[src/rtl/semaforo_pkg.sv]
// Shared definitions for the traffic-light controller and its monitor.
// Holds the lamp phase codes, the default dwell times and helper functions
// for phase sequencing and lamp decoding.
package semaforo_pkg;

    // Phase codes are shared with the controller; SYNC doubles as "no valid phase".
    typedef enum logic [1:0] {
        SYNC   = 2'b00,
        GREEN  = 2'b01,
        YELLOW = 2'b10,
        RED    = 2'b11
    } phase_t;

    // Default dwell times in clk cycles and counter widths.
    localparam int GRN_CYC_DEF = 5;
    localparam int YLW_CYC_DEF = 2;
    localparam int RED_CYC_DEF = 4;
    localparam int DW_W_DEF    = 4;
    localparam int CNT_W_DEF   = 8;

    // Legal successor of a phase: G -> Y -> R -> G. SYNC has no successor.
    function automatic phase_t succ(input phase_t p);
        case (p)
            GREEN:   succ = YELLOW;
            YELLOW:  succ = RED;
            RED:     succ = GREEN;
            default: succ = SYNC;
        endcase
    endfunction

    // Lamp decode: exactly one lamp lit gives its phase, anything else gives
    // SYNC, which the monitor treats as an illegal sample.
    function automatic phase_t decode(input logic grn, input logic ylw, input logic red);
        case ({grn, ylw, red})
            3'b100:  decode = GREEN;
            3'b010:  decode = YELLOW;
            3'b001:  decode = RED;
            default: decode = SYNC;
        endcase
    endfunction

endpackage

[src/rtl/semaforo_monitor_if.sv]
// Bundle of the monitor's observed lamp lines and its report outputs.
//   in_grn/in_ylw/in_red : lamp lines from the controller (same clock domain)
//   err_clr              : clears err_sticky
//   phase                : tracked phase code (SYNC/GREEN/YELLOW/RED)
//   err_onehot/order/time: single-cycle error pulses
//   err_sticky           : OR of all pulses since the last clear
//   dwell_last           : dwell of the phase that just ended
//   cycle_cnt            : number of legal RED->GREEN transitions, wraps
// Handshake: none. Lamp lines are sampled every rising clk edge; report
// outputs are registered and valid every cycle, pulses last exactly one cycle.
// The master side drives the lamps and err_clr; the slave side is the monitor.
interface semaforo_monitor_if #(
    parameter int DW_W  = 4,
    parameter int CNT_W = 8
);
    logic             in_grn;
    logic             in_ylw;
    logic             in_red;
    logic             err_clr;
    logic [1:0]       phase;
    logic             err_onehot;
    logic             err_order;
    logic             err_time;
    logic             err_sticky;
    logic [DW_W-1:0]  dwell_last;
    logic [CNT_W-1:0] cycle_cnt;

    modport master (
        output in_grn, in_ylw, in_red, err_clr,
        input  phase, err_onehot, err_order, err_time, err_sticky, dwell_last, cycle_cnt
    );

    modport slave (
        input  in_grn, in_ylw, in_red, err_clr,
        output phase, err_onehot, err_order, err_time, err_sticky, dwell_last, cycle_cnt
    );
endinterface

[src/rtl/semaforo_dwell_cnt.sv]
// Saturating dwell counter.
//   clk, rst : clock and synchronous active-high reset
//   clr      : force count to 0
//   load1    : force count to 1 (first cycle of a new phase)
//   inc      : count up by one, holding at all-ones
//   count    : current dwell value
// Priority: rst/clr over load1 over inc.
module semaforo_dwell_cnt #(
    parameter int DW_W = 4
) (
    input  logic            clk,
    input  logic            rst,
    input  logic            clr,
    input  logic            load1,
    input  logic            inc,
    output logic [DW_W-1:0] count
);

    localparam logic [DW_W-1:0] CNT_MAX = '1;

    always_ff @(posedge clk) begin
        if (rst || clr) begin
            count <= '0;
        end else if (load1) begin
            count <= DW_W'(1);
        end else if (inc && (count != CNT_MAX)) begin
            count <= count + 1'b1;
        end
    end

endmodule

[src/rtl/semaforo_monitor.sv]
// Passive checker for the traffic-light controller lamps.
// Samples the three lamp lines, tracks the phase, measures each phase dwell
// and reports lamp-encoding, phase-order and dwell-time errors. Counts
// complete G-Y-R cycles as legal RED->GREEN transitions.
//   clk, rst : clock and synchronous active-high reset
//   mon      : lamp inputs, err_clr and all report outputs (slave side)
// Pipeline: lamps are registered (stage 1), then the FSM and report outputs
// update on the following edge (stage 2). Each *_CYC must be below
// 2**DW_W-1 so a saturated dwell can never match a required value.
module semaforo_monitor
    import semaforo_pkg::*;
#(
    parameter int GRN_CYC = GRN_CYC_DEF,
    parameter int YLW_CYC = YLW_CYC_DEF,
    parameter int RED_CYC = RED_CYC_DEF,
    parameter int DW_W    = DW_W_DEF,
    parameter int CNT_W   = CNT_W_DEF
) (
    input  logic clk,
    input  logic rst,
    semaforo_monitor_if.slave mon
);

    localparam logic [DW_W-1:0] GRN_REQ = DW_W'(GRN_CYC);
    localparam logic [DW_W-1:0] YLW_REQ = DW_W'(YLW_CYC);
    localparam logic [DW_W-1:0] RED_REQ = DW_W'(RED_CYC);

    // Stage 1: sampled lamps. s_vld keeps the all-zero reset value of the
    // sample registers from being reported as a non-one-hot lamp pattern.
    logic s_grn, s_ylw, s_red, s_vld;

    always_ff @(posedge clk) begin
        if (rst) begin
            s_grn <= 1'b0;
            s_ylw <= 1'b0;
            s_red <= 1'b0;
            s_vld <= 1'b0;
        end else begin
            s_grn <= mon.in_grn;
            s_ylw <= mon.in_ylw;
            s_red <= mon.in_red;
            s_vld <= 1'b1;
        end
    end

    phase_t s_phase;
    logic   s_legal;

    assign s_phase = decode(s_grn, s_ylw, s_red);
    assign s_legal = (s_phase != SYNC);

    // Stage 2: FSM state, partial flag and dwell counter.
    phase_t          state_q, state_d;
    logic            partial_q;
    logic [DW_W-1:0] dwell;

    logic            onehot_d, order_d, time_d;
    logic            dw_clr, dw_load1, dw_inc;
    logic            last_load, cyc_inc;
    logic            partial_set, partial_clr;
    logic [DW_W-1:0] req_cyc;

    semaforo_dwell_cnt #(.DW_W(DW_W)) u_dwell_cnt (
        .clk   (clk),
        .rst   (rst),
        .clr   (dw_clr),
        .load1 (dw_load1),
        .inc   (dw_inc),
        .count (dwell)
    );

    // FSM state register.
    always_ff @(posedge clk) begin
        if (rst) begin
            state_q <= SYNC;
        end else begin
            state_q <= state_d;
        end
    end

    // Next state: follow every legal sample (even out of order), drop to
    // SYNC on any illegal sample.
    always_comb begin
        state_d = state_q;
        if (s_vld) begin
            if (!s_legal) begin
                state_d = SYNC;
            end else begin
                state_d = s_phase;
            end
        end
    end

    // Required dwell of the phase currently being tracked.
    always_comb begin
        req_cyc = '0;
        case (state_q)
            GREEN:   req_cyc = GRN_REQ;
            YELLOW:  req_cyc = YLW_REQ;
            RED:     req_cyc = RED_REQ;
            default: req_cyc = '0;
        endcase
    end

    // FSM outputs: error pulses and counter controls for this sample.
    always_comb begin
        onehot_d    = 1'b0;
        order_d     = 1'b0;
        time_d      = 1'b0;
        dw_clr      = 1'b0;
        dw_load1    = 1'b0;
        dw_inc      = 1'b0;
        last_load   = 1'b0;
        cyc_inc     = 1'b0;
        partial_set = 1'b0;
        partial_clr = 1'b0;
        if (s_vld) begin
            if (!s_legal) begin
                onehot_d    = 1'b1;
                dw_clr      = 1'b1;
                partial_set = 1'b1;
            end else if (state_q == SYNC) begin
                // Entry mid-phase: its true length is unknown, so skip checks.
                dw_load1    = 1'b1;
                partial_set = 1'b1;
            end else if (s_phase == state_q) begin
                dw_inc = 1'b1;
            end else begin
                dw_load1    = 1'b1;
                last_load   = 1'b1;
                partial_clr = 1'b1;
                order_d     = (s_phase != succ(state_q));
                time_d      = !partial_q && (dwell != req_cyc);
                cyc_inc     = (state_q == RED) && (s_phase == GREEN);
            end
        end
    end

    assign mon.phase = state_q;

    // Registered report outputs. The sticky flag also takes the pulses that
    // are visible right now, so a clear issued during a pulse cannot win.
    always_ff @(posedge clk) begin
        if (rst) begin
            partial_q      <= 1'b1;
            mon.err_onehot <= 1'b0;
            mon.err_order  <= 1'b0;
            mon.err_time   <= 1'b0;
            mon.err_sticky <= 1'b0;
            mon.dwell_last <= '0;
            mon.cycle_cnt  <= '0;
        end else begin
            if (partial_set) begin
                partial_q <= 1'b1;
            end else if (partial_clr) begin
                partial_q <= 1'b0;
            end
            mon.err_onehot <= onehot_d;
            mon.err_order  <= order_d;
            mon.err_time   <= time_d;
            mon.err_sticky <= (mon.err_sticky & ~mon.err_clr)
                            | mon.err_onehot | mon.err_order | mon.err_time
                            | onehot_d | order_d | time_d;
            if (last_load) begin
                mon.dwell_last <= dwell;
            end
            if (cyc_inc) begin
                mon.cycle_cnt <= mon.cycle_cnt + 1'b1;
            end
        end
    end

endmodule

[src/flat_wrapper.sv]
// flat-port wrapper written by rule: the top's interface ports become plain ports
module semaforo_monitor_flat import semaforo_pkg::*;
#(
    parameter int GRN_CYC = GRN_CYC_DEF,
    parameter int YLW_CYC = YLW_CYC_DEF,
    parameter int RED_CYC = RED_CYC_DEF,
    parameter int DW_W    = DW_W_DEF,
    parameter int CNT_W   = CNT_W_DEF
)
  (clk, rst, mon_in_grn, mon_in_ylw, mon_in_red, mon_err_clr, mon_phase, mon_err_onehot, mon_err_order, mon_err_time, mon_err_sticky, mon_dwell_last, mon_cycle_cnt);
  semaforo_monitor_if #(.DW_W(DW_W), .CNT_W(CNT_W)) mon_i ();
  input  logic clk;
  input  logic rst;
  input wire logic [$bits(mon_i.in_grn)-1:0] mon_in_grn;
  input wire logic [$bits(mon_i.in_ylw)-1:0] mon_in_ylw;
  input wire logic [$bits(mon_i.in_red)-1:0] mon_in_red;
  input wire logic [$bits(mon_i.err_clr)-1:0] mon_err_clr;
  output wire logic [$bits(mon_i.phase)-1:0] mon_phase;
  output wire logic [$bits(mon_i.err_onehot)-1:0] mon_err_onehot;
  output wire logic [$bits(mon_i.err_order)-1:0] mon_err_order;
  output wire logic [$bits(mon_i.err_time)-1:0] mon_err_time;
  output wire logic [$bits(mon_i.err_sticky)-1:0] mon_err_sticky;
  output wire logic [$bits(mon_i.dwell_last)-1:0] mon_dwell_last;
  output wire logic [$bits(mon_i.cycle_cnt)-1:0] mon_cycle_cnt;
  assign mon_i.in_grn = mon_in_grn;
  assign mon_i.in_ylw = mon_in_ylw;
  assign mon_i.in_red = mon_in_red;
  assign mon_i.err_clr = mon_err_clr;
  assign mon_phase = mon_i.phase;
  assign mon_err_onehot = mon_i.err_onehot;
  assign mon_err_order = mon_i.err_order;
  assign mon_err_time = mon_i.err_time;
  assign mon_err_sticky = mon_i.err_sticky;
  assign mon_dwell_last = mon_i.dwell_last;
  assign mon_cycle_cnt = mon_i.cycle_cnt;
  semaforo_monitor #(.GRN_CYC(GRN_CYC), .YLW_CYC(YLW_CYC), .RED_CYC(RED_CYC), .DW_W(DW_W), .CNT_W(CNT_W)) u_core (.clk(clk), .rst(rst), .mon(mon_i));
endmodule
[config.mk]
export PLATFORM = sky130hd
export DESIGN_NAME = semaforo_monitor_flat
export DESIGN_NICKNAME = d
export VERILOG_FILES = /design/src/rtl/semaforo_pkg.sv /design/src/rtl/semaforo_monitor_if.sv /design/src/rtl/semaforo_dwell_cnt.sv /design/src/rtl/semaforo_monitor.sv /design/src/flat_wrapper.sv
export SDC_FILE = /design/constraint.sdc
export NUM_CORES = 1
export LEC_CHECK = 0
export CORE_MARGIN = 3
export CORE_UTILIZATION = 55
export CTS_CLUSTER_DIAMETER = 50
export DETAILED_ROUTE_END_ITERATION = 10
export PLACE_DENSITY = 0.82
export SLEW_MARGIN = 20
export SYNTH_ARGS = -nofsm -noshare
export SYNTH_HDL_FRONTEND = slang
export SYNTH_SLANG_ARGS = --single-unit
[constraint.sdc]
create_clock -name clk -period 7.4 [get_ports clk]
set_clock_uncertainty 0.1 [all_clocks]
set_input_delay 1.48 -clock clk [delete_from_list [all_inputs] [get_ports clk]]
set_output_delay 1.48 -clock clk [all_outputs]
set_load 0.01 [all_outputs]
==> metrics.csv, run 1 <==
stage;metric;value;unit
floorplan;rows;17;
critical_path;cp-start-kind;register;
floorplan;coreArea;2320;µm²
critical_path;cp_cell_sequence;clkdlybuf4s50_1;
min_path;min_path_type;reg2reg;
cells_and_area;instances_no_fill;207;
clocking;cts_hold_buf;0;
logic_synthesis;netlist_instances;161;
timing;setup_viol;0;
critical_path;critPathSlowestCell;clkdlybuf4s50_1;
critical_path;required;5.82;ns
placement;dp_slack;4.18;ns
timing;finalSetupTns;0;ns
logic_synthesis;async_reset_ff_share;0;%
timing;slew_headroom;44.5;%
floorplan;start_util;61.2;%
power_and_ir_drop;p_per_area;153;nW/µm²
logic_synthesis;synth-main-ff-cell;dfxtp_1;
job;drv_cap;0;
detailed_routing;wl_per_cell;14.2;µm
logic_synthesis;synth_top_area_cell;dfxtp_1;
cells_and_area;area_growth;17.1;%
detailed_routing;vias;1231;
logic_synthesis;synth.most_common_cell;dfxtp_1;
global_routing;grt_first_pass_wirelength;5120;µm
timing;period_share;41.3;%
floorplan;die_area;3230;µm²
critical_path;cp_data_arrival_time;1.48;ns
floorplan;fp.dieH;56.8;µm
global_routing;grtUsageTotal;19.8;%
logic_synthesis;synth_top_area_share;38.1;%
min_path;min_path_cells;2;
critical_path;r2r_slack;4.74;ns
timing;hold-worst-slack;0.366;ns
detailed_routing;drc;0;
clocking;cts_max_path_buffers;2;
logic_synthesis;ys_warn_count;0;
power_and_ir_drop;leakage;0.599;nW
placement;gp_congestion;0.830;
detailed_routing;drt-initial-drc-count;22;
power_and_ir_drop;ir_drop;158;µV
logic_synthesis;syn_nets;173;
floorplan;ios;24;
clocking;cts-resized-gates;0;
critical_path;r2r-end;u_core.mon.cycle_cnt[7];
logic_synthesis;synth.top_cells.by_area;dfxtp_1 38%, ha_1 5.3%, a21oi_1 4.2%;
clocking;ctsHtreeMaxLevel;1;
placement;dp.cells;203;
global_routing;grt_max_degree;25;
timing;slew_viol_final;0;
timing;final-hold-violation-count;0;
detailed_routing;dr.pass1.iters;4;
timing;fmax;0.327;GHz
timing;rsz0062_at_grt;no;
clocking;numClockSinks;27;
detailed_routing;routed_wl;2950;µm
power_and_ir_drop;power;255;µW
logic_synthesis;synth_area;1420;µm²
logic_synthesis;synth_seq_area_share;38.1;%
critical_path;critPathTopFamily;buffers and inverters;
logic_synthesis;synth_cell_types;42;
clocking;cts.clk_slew.worst_paths;0.15;ns
critical_path;ff2ff_path_depth;5;
global_routing;grt_overflow;0;
clocking;clk-insertion-delay-late;0.33;ns
logic_synthesis;avgSynthCellArea;8.81;µm²
logic_synthesis;synth-seq-cells;27;
critical_path;cp_max_fo;11;
critical_path;path_buf_inv;1;
clocking;numCtsBuffers;3;
floorplan;die_w;56.8;µm
status;outcome;complete, no violations;
placement;portBuffers;23;
detailed_routing;viasPerCell;5.95;
min_path;min_to;u_core.mon.dwell_last[0];
logic_synthesis;synth_edf_count;0;
timing;setup_slack;4.34;ns
global_routing;antenna_found_initial;0;
critical_path;worstSetupPathType;reg2out;
placement;hpwl;2130;µm
timing;period_minus_slack;3.06;ns
detailed_routing;ant_nets;0;
cells_and_area;nets;192;
timing;worst_pin_slew;0.830;ns
cells_and_area;antenna-diode-count;0;
logic_synthesis;synth_common_cells;27 x dfxtp_1, 12 x a21oi_1, 11 x nand2_1, 11 x nor2_1, 9 x inv_1;
critical_path;r2r-start;u_core.mon.phase[0];
critical_path;crit_path_end_kind;output pin;
cells_and_area;drive_gt1_share;5.03;%
min_path;min_from;u_core.mon.dwell_last[0];
clocking;cts_setup_buffers;0;
critical_path;cpPeakStageDelay;0.61;ns
global_routing;grt_pass1_vias;1130;
clocking;root_buffer;clkbuf_4;
clocking;cts_tree;built;
## metal layers
layer,vias up,global-route usage [%],wire length (µm),share of wire [%]
li1,621,-,-,-
met1,588,25.2,1340,45
met2,20,33.0,1490,50
met3,2,5.29,112,3.8
met4,0,4.97,12,0.41
met5,-,0,0,0
## final cells by class
cell class              instances  area, µm²
clock buffers                   3       22.5
flip-flops and latches         27        541
repair buffers                 23        230
multi-input cells             116        792
fillers                       190        657
clock inverters                 1       7.51
inverters                       9       33.8
well taps                      28       35.0
## worst max path at each step
stage | cells after the start | end | start | slack (ns)
6_report | 1 | mon_phase[0] | u_core.mon.phase[0] | 4.34
5_1_grt | 1 | mon_phase[0] | u_core.mon.phase[0] | 4.27
4_1_cts | 1 | mon_phase[0] | u_core.mon.phase[0] | 4.34
3_5_place_dp | 3 | u_core.mon.err_sticky | rst | 4.18
3_3_place_gp | 3 | u_core.mon.err_sticky | rst | 4.26
2_1_floorplan | 8 | u_core.mon.cycle_cnt[6] | u_core.mon.phase[0] | 5.00
## cells by family after synthesis
group / share of synthesized area [%]
simple gates: 23.4
fa+ha+maj: 6.08
compound gates: 18.7
flops: 38.1
buf+inv: 6.08
xor+xnor: 5.56
mux: 2.12
## stage by stage
step	cell area, µm²	utilization, %
4_1_cts	1660	71.7
2_1_floorplan	1420	-
5_1_grt	1660	71.7
6_report	1660	71.7
3_3_place_gp	1630	70.4
3_5_place_dp	1630	70.4
## flip-flops by register name, indices dropped and copies added (netlist names)
signal and flops:
u_core.partial_q 1, u_core.mon.phase 2, u_core.mon.err_sticky 1, u_core.mon.err_time 1
u_core.s_vld 1, u_core.mon.err_onehot 1, u_core.s_red 1, u_core.mon.cycle_cnt 8
u_core.mon.err_order 1, u_core.s_grn 1, u_core.mon.dwell_last 4, u_core.u_dwell_cnt.count 4
u_core.s_ylw 1
## placed cells by master, fill, tap and decap left out, drive strengths merged, types with 3 or more instances in the layout
cell type / netlist / layout
nor2: 11 / 11
clkbuf: 3 / 3
o211ai: 5 / 5
a21oi: 12 / 12
clkdlybuf4s50: 0 / 23
or3: 5 / 5
ha: 6 / 6
or4: 5 / 5
xor2: 4 / 4
nand4: 4 / 4
o31ai: 4 / 4
o21ai: 7 / 7
nand2: 11 / 11
nor2b: 5 / 5
inv: 9 / 9
xnor2: 5 / 5
nor3: 5 / 5
mux2i: 3 / 3
dfxtp: 27 / 27
## report_power, final
group	total, mW	internal, mW	switching [mW]
combinational	0.0349	0.0167	0.0182
clock	0.0641	0.0207	0.0434
sequential	0.156	0.149	0.00648
Power figures use the tool's default switching activity.
==> inputs of run 2 (changes only) <==
Settings changed: CORE_UTILIZATION 55 to 47, PLACE_DENSITY 0.82 to 0.75.
Clock period 7.4 ns to 2.6 ns, I/O delays scaled along.
==> run 2 against run 1 <==
Against the previous run: critical path depth increased by 4; highest routed layer unchanged; register-to-register slack got worse by 4.6 ns; largest power group unchanged; worst setup slack got worse by 4.2 ns.
==> metrics.csv, run 2 (same netlist as run 1, synthesis figures left out) <==
stage;metric;value;unit;change
status;outcome;complete, no violations;;unchanged
global_routing;grtUsageTotal;17.9;%;was 19.8%
clocking;numCtsBuffers;3;;unchanged
min_path;min_path_type;reg2reg;;unchanged
global_routing;antenna_found_initial;0;;unchanged
power_and_ir_drop;ir_drop;228;µV;was 158 µV
critical_path;r2r_slack;0.16;ns;was 4.74 ns
power_and_ir_drop;power_frac_seq;60.8;%;was 61.1%
floorplan;die_w;60.9;µm;was 56.8 µm
detailed_routing;ant_nets;0;;unchanged
floorplan;die_area;3710;µm²;was 3230 µm²
power_and_ir_drop;power;729;µW;was 255 µW
cells_and_area;instances_no_fill;216;;was 207
cells_and_area;antenna-diode-count;0;;unchanged
cells_and_area;final_cell_mix;23 x clkdlybuf4s50_1, 23 x dfxtp_1, 12 x a21oi_1;;was 27 x dfxtp_1, 23 x clkdlybuf4s50_1, 12 x a21oi_1
timing;final-hold-violation-count;0;;unchanged
floorplan;start_util;50.6;%;was 61.2%
timing;setup_slack;0.156;ns;was 4.34 ns
job;drv_cap;0;;unchanged
timing;period_share;94.0;%;
critical_path;worst-path-stages;5;;was 1
global_routing;grt_pass1_vias;1156;;was 1,130
min_path;min_to;u_core.mon.dwell_last[2];;was u_core.mon.dwell_last[0]
critical_path;cp_data_arrival_time;2.62;ns;was 1.48 ns
timing;period_minus_slack;2.44;ns;
critical_path;cp_max_fo;17;;was 11
critical_path;critPathSlowestCell;or4_1;;was clkdlybuf4s50_1
critical_path;critPathTopFamily;simple AND/OR/NAND/NOR gates;;was buffers and inverters
placement;dp_slack;0.161;ns;was 4.18 ns
placement;gp_congestion;0.798;;was 0.830
critical_path;cpPeakStageDelay;0.53;ns;was 0.61 ns
critical_path;required;2.77;ns;was 5.82 ns
detailed_routing;dr.pass1.iters;4;;unchanged
power_and_ir_drop;switching_share;26.5;%;was 26.7%
cells_and_area;nets;198;;was 192
power_and_ir_drop;leakage;0.636;nW;was 0.599 nW
timing;slew_viol_final;0;;unchanged
clocking;cts_tree;built;;unchanged
timing;worst_pin_slew;0.552;ns;was 0.830 ns
timing;rsz0062_at_grt;no;;unchanged
detailed_routing;drc;0;;unchanged
min_path;min_path_cells;2;;unchanged
detailed_routing;drt-initial-drc-count;31;;was 22
cells_and_area;area_growth;20.7;%;was 17.1%
min_path;min_from;u_core.mon.dwell_last[2];;was u_core.mon.dwell_last[0]
global_routing;grt_max_degree;22;;was 25
cells_and_area;final_util;61.1;%;was 71.7%
power_and_ir_drop;comb_power_share;14.5;%;was 13.7%
detailed_routing;vias;1275;;was 1,231
critical_path;path_buf_inv;0;;was 1
global_routing;grt_first_pass_wirelength;5070;µm;was 5120 µm
critical_path;cp-start-kind;register;;unchanged
detailed_routing;routed_wl;3010;µm;was 2950 µm
critical_path;worstSetupPathType;reg2reg;;was reg2out
floorplan;fp.dieH;60.9;µm;was 56.8 µm
clocking;root_buffer;clkbuf_4;;unchanged
placement;hpwl;2260;µm;was 2130 µm
timing;setup_viol;0;;unchanged
timing;slew_headroom;63.1;%;was 44.5%
clocking;clk-insertion-delay-late;0.33;ns;about the same
placement;portBuffers;23;;unchanged
cells_and_area;largest_registers;u_core.mon.cycle_cnt: 8 flops, u_core.mon.dwell_last: 4 flops, u_core.u_dwell_cnt.count: 4 flops;;unchanged
power_and_ir_drop;clockPowerShare;24.7;%;was 25.2%
placement;dp.cells;212;;was 203
floorplan;coreArea;2810;µm²;was 2320 µm²
clocking;cts.clk_slew.worst_paths;0.14;ns;was 0.15 ns
timing;fmax;0.409;GHz;
critical_path;cp_cell_sequence;maj3_2 -> a22o_1 -> or3_4 -> or4_1 -> a21oi_1;;was clkdlybuf4s50_1
floorplan;ios;24;;unchanged
clocking;ctsHtreeMaxLevel;1;;unchanged
clocking;numClockSinks;27;;unchanged
detailed_routing;wl_per_cell;13.9;µm;was 14.2 µm
timing;finalSetupTns;0;ns;unchanged
power_and_ir_drop;power.switching;193;µW;was 68.1 µW
critical_path;r2r-start;u_core.s_red;;was u_core.mon.phase[0]
floorplan;rows;19;;was 17
clocking;cts_setup_buffers;0;;unchanged
clocking;cts_max_path_buffers;2;;unchanged
critical_path;crit_path_end_kind;register;;was output pin
cells_and_area;largest-register;u_core.mon.cycle_cnt;;unchanged
power_and_ir_drop;p_int;536;µW;was 187 µW
detailed_routing;viasPerCell;5.90;;was 5.95
critical_path;ff2ff_path_depth;5;;unchanged
critical_path;r2r-end;u_core.mon.cycle_cnt[5];;was u_core.mon.cycle_cnt[7]
cells_and_area;largest_reg_flops;8;;unchanged
cells_and_area;drive_gt1_share;10.3;%;was 5.03%
global_routing;grt_overflow;0;;unchanged
power_and_ir_drop;p_per_area;426;nW/µm²;was 153 nW/µm²
==> run 2: changes by cell type in the layout (fill, tap and decap cells not counted), sizes merged <==
cell      previous run  this run
buf                  0         6
clkinv               0         1
clkinvlp             1         0
==> run 2: worst max path at each step <==
stage	start	end	slack (ns)
final	u_core.s_red	u_core.mon.cycle_cnt[5]	0.16
after detailed placement	u_core.mon.phase[1]	u_core.mon.cycle_cnt[5]	0.16
after floorplan	u_core.mon.phase[0]	u_core.mon.cycle_cnt[6]	0.20
after CTS	u_core.mon.phase[1]	u_core.mon.cycle_cnt[5]	0.11
after global routing	u_core.s_red	u_core.mon.cycle_cnt[7]	0.005
after global placement	u_core.mon.phase[1]	u_core.mon.cycle_cnt[6]	0.27
==> run 2: layout make-up <==
cell class,instances,area (µm²)
Multi-Input combinational cell,116,792
Clock buffer,3,22.5
Sequential cell,27,546
Timing Repair Buffer,29,275
Clock inverter,1,5.00
Fill cell,256,1090
Tap cell,31,38.8
Inverter,9,33.8
==> run 2: per-stage QoR <==
stage | hold WS, ns | area, µm²
floorplan | 0.363 | 1420
CTS | 0.365 | 1710
global route | 0.406 | 1710
global placement | 0.348 | 1680
detailed placement | 0.346 | 1680
finish | 0.366 | 1710
==> run 2: layer usage <==
metal / part of all wire (%) / vias up / global-route usage, %
li1: - / 631 / -
met1: 45 / 606 / 22.2
met2: 50 / 32 / 29.9
met3: 4.0 / 6 / 3.83
met4: 1.2 / 0 / 7.43
met5: 0 / - / 0
==> run 2: repair_timing <==
action                     in CTS  in global routing
setup endpoints to repair       0                  3
gates resized for setup         0                  5
hold buffers                    0                  0
==> run 2: power by group through the flow <==
| stage | logic [mW] | clock network [mW] | registers [mW] |
|---|---|---|---|
| after floorplan | 0.0791 | 0 | 0.443 |
| after CTS | 0.106 | 0.191 | 0.443 |
| final | 0.105 | 0.180 | 0.443 |
| after detailed placement | 0.105 | 0 | 0.452 |
| after global routing | 0.118 | 0.202 | 0.446 |
| after global placement | 0.103 | 0 | 0.450 |
==> run 2: worst min-delay path, stage by stage (launching register included) <==
cell	delay, ns
dfxtp_1	0.34
nand2_1	0.05
a21oi_1	0.05
==> inputs of run 3 (changes only) <==
Clock period 2.6 ns to 2 ns, I/O delays scaled along.
==> run 3 against run 2 <==
Against the previous run: the flow now finishes with violations (setup timing); register-to-register slack worse by 0.31 ns; worst hold slack better by 0.0022 ns; via count is 14% higher; design area is 25% higher; global-route usage is 4.6 points higher; clock-buffer cell count stayed put; highest routed layer unchanged.
==> metrics.csv, run 3 (same netlist as run 1, synthesis figures left out) <==
stage;metric;value;unit;change
status;outcome;complete, but fails checks;;was complete, no violations
status;failed_checks;setup timing;;
floorplan;coreArea;2810;µm²;unchanged
clocking;cts_max_path_buffers;2;;unchanged
cells_and_area;regArea;557;µm²;was 546 µm²
critical_path;crit_path_end_kind;register;;unchanged
cells_and_area;fillers;181;;was 256
floorplan;ios;24;;unchanged
detailed_routing;dr.pass1.iters;6;;was 4
cells_and_area;antenna-diode-count;0;;unchanged
critical_path;r2r_slack;-0.15;ns;was 0.16 ns
detailed_routing;drc;0;;unchanged
cells_and_area;instances_no_fill;245;;was 216
critical_path;cp_max_fo;5;;was 17
detailed_routing;routed_wl;4140;µm;was 3010 µm
timing;slew_headroom;66.9;%;was 63.1%
global_routing;grt_pass1_vias;1410;;was 1,156
min_path;min_to;u_core.mon.dwell_last[1];;was u_core.mon.dwell_last[2]
floorplan;die_w;60.9;µm;unchanged
critical_path;r2r-end;u_core.mon.cycle_cnt[7];;was u_core.mon.cycle_cnt[5]
detailed_routing;wl_per_cell;16.9;µm;was 13.9 µm
timing;worst_pin_slew;0.493;ns;was 0.552 ns
timing;rsz0062_at_grt;yes;;was no
cells_and_area;largest_registers;u_core.mon.cycle_cnt: 8 flops, u_core.mon.dwell_last: 4 flops, u_core.u_dwell_cnt.count: 4 flops;;unchanged
timing;setup_viol;16;;was 0
detailed_routing;drt-initial-drc-count;96;;was 31
placement;place_area;1890;µm²;was 1680 µm²
global_routing;antenna_found_initial;0;;unchanged
cells_and_area;multiInputGateArea;957;µm²;was 792 µm²
cells_and_area;largest-register;u_core.mon.cycle_cnt;;unchanged
clocking;clk-insertion-delay-late;0.34;ns;was 0.33 ns
critical_path;ff2ff_path_depth;5;;unchanged
clocking;cts.clk_slew.worst_paths;0.16;ns;was 0.14 ns
timing;final-hold-violation-count;0;;unchanged
power_and_ir_drop;power;1.07;mW;was 729 µW
timing;period_minus_slack;2.15;ns;was 2.44 ns
clocking;numClockSinks;27;;unchanged
clocking;ctsHtreeMaxLevel;1;;unchanged
power_and_ir_drop;ir_drop;340;µV;was 228 µV
detailed_routing;vias;1459;;was 1,275
critical_path;required;2.19;ns;was 2.77 ns
global_routing;grt_overflow;0;;unchanged
global_routing;grt_first_pass_wirelength;6380;µm;was 5070 µm
detailed_routing;ant_nets;0;;unchanged
placement;portBuffers;23;;unchanged
min_path;min_path_type;reg2reg;;unchanged
placement;dp.cells;234;;was 212
cells_and_area;drive_gt1_share;34.6;%;was 10.3%
timing;fmax;0.464;GHz;was 0.409 GHz
critical_path;cp_data_arrival_time;2.34;ns;was 2.62 ns
floorplan;start_util;50.6;%;unchanged
cells_and_area;nets;227;;was 198
critical_path;r2r-start;u_core.s_ylw;;was u_core.s_red
timing;period_share;108;%;was 94.0%
floorplan;die_area;3710;µm²;unchanged
clocking;cts_hold_buf;0;;unchanged
cells_and_area;final_cell_mix;25 x buf_4, 23 x clkdlybuf4s50_1, 22 x dfxtp_1;;was 23 x clkdlybuf4s50_1, 23 x dfxtp_1, 12 x a21oi_1
cells_and_area;layout_commonest_cell;buf_4;;
power_and_ir_drop;leakage;0.811;nW;was 0.636 nW
timing;slew_viol_final;0;;unchanged
clocking;root_buffer;clkbuf_4;;unchanged
placement;hpwl;2710;µm;was 2260 µm
floorplan;rows;19;;unchanged
cells_and_area;final_area;2150;µm²;was 1710 µm²
clocking;cts_tree;built;;unchanged
critical_path;cp-start-kind;register;;unchanged
floorplan;fp.dieH;60.9;µm;unchanged
min_path;min_from;u_core.mon.dwell_last[1];;was u_core.mon.dwell_last[2]
detailed_routing;viasPerCell;5.96;;was 5.90
global_routing;grtUsageTotal;22.5;%;was 17.9%
clocking;numCtsBuffers;3;;unchanged
timing;hold-worst-slack;0.369;ns;was 0.366 ns
timing;setup_slack;-0.155;ns;was 0.156 ns
job;drv_cap;0;;unchanged
min_path;min_path_cells;2;;unchanged
global_routing;grt_max_degree;17;;was 22
power_and_ir_drop;p_per_area;497;nW/µm²;was 426 nW/µm²
cells_and_area;area_growth;51.2;%;was 20.7%
placement;gp_congestion;0.823;;was 0.798
cells_and_area;final_util;76.5;%;was 61.1%
cells_and_area;largest_reg_flops;8;;unchanged
critical_path;worstSetupPathType;reg2reg;;unchanged
==> run 3: final cells by class <==
class / count / share of cell area, %
well taps: 31 / 1.81
clock buffers: 3 / 1.05
flip-flops and latches: 27 / 25.9
inverters: 9 / 1.69
multi-input cells: 117 / 44.6
repair buffers: 57 / 24.6
clock inverters: 1 / 0.292
==> run 3: repair_timing <==
item / 4_1_cts / 5_1_grt
gates resized for setup: 18 / 26
buffers inserted: 4 / 3
endpoints found under the hold margin: 0 / 0
cloned: 1 / 0
setup endpoints to repair: 17 / 18
pin swaps: 5 / 16
==> run 3: routing by layer <==
metal,vias up,track usage [%],wire length [µm]
li1,696,-,-
met1,708,28.8,1800
met2,46,38.5,2110
met3,9,2.98,159
met4,0,8.05,71
met5,-,0,0
==> run 3: critical path, cell delays in order, from the launching register on <==
cell and delay (ns):
dfxtp_4 0.39, maj3_2 0.32, a22o_1 0.25, or3_4 0.40, or4_4 0.50, a21oi_2 0.15
==> run 3: how the worst max path moves through the flow <==
stage | start | end | slack (ns) | cells after the start
floorplan | u_core.mon.phase[0] | u_core.mon.cycle_cnt[5] | -0.12 | 8
global placement | u_core.s_ylw | u_core.mon.cycle_cnt[5] | -0.04 | 5
detailed placement | u_core.s_ylw | u_core.mon.cycle_cnt[5] | -0.12 | 5
CTS | u_core.s_ylw | u_core.mon.cycle_cnt[5] | -0.09 | 5
global route | u_core.s_ylw | u_core.u_dwell_cnt.count[2] | -0.23 | 8
finish | u_core.s_ylw | u_core.mon.cycle_cnt[7] | -0.15 | 5
==> run 3: where the power goes <==
group / internal (mW) / switching, mW / total [mW] / leakage, nW
combinational: 0.128 / 0.112 / 0.240 / 0.570
clock: 0.0784 / 0.181 / 0.259 / 0.0183
sequential: 0.550 / 0.0171 / 0.567 / 0.223
==> run 3: per-stage QoR <==
step / setup TNS [ns] / worst slack [ns]
after floorplan: -0.483 / -0.124
final: -1.08 / -0.155
after CTS: -0.474 / -0.0939
after global placement: -0.177 / -0.0392
after global routing: -2.18 / -0.235
after detailed placement: -0.717 / -0.116
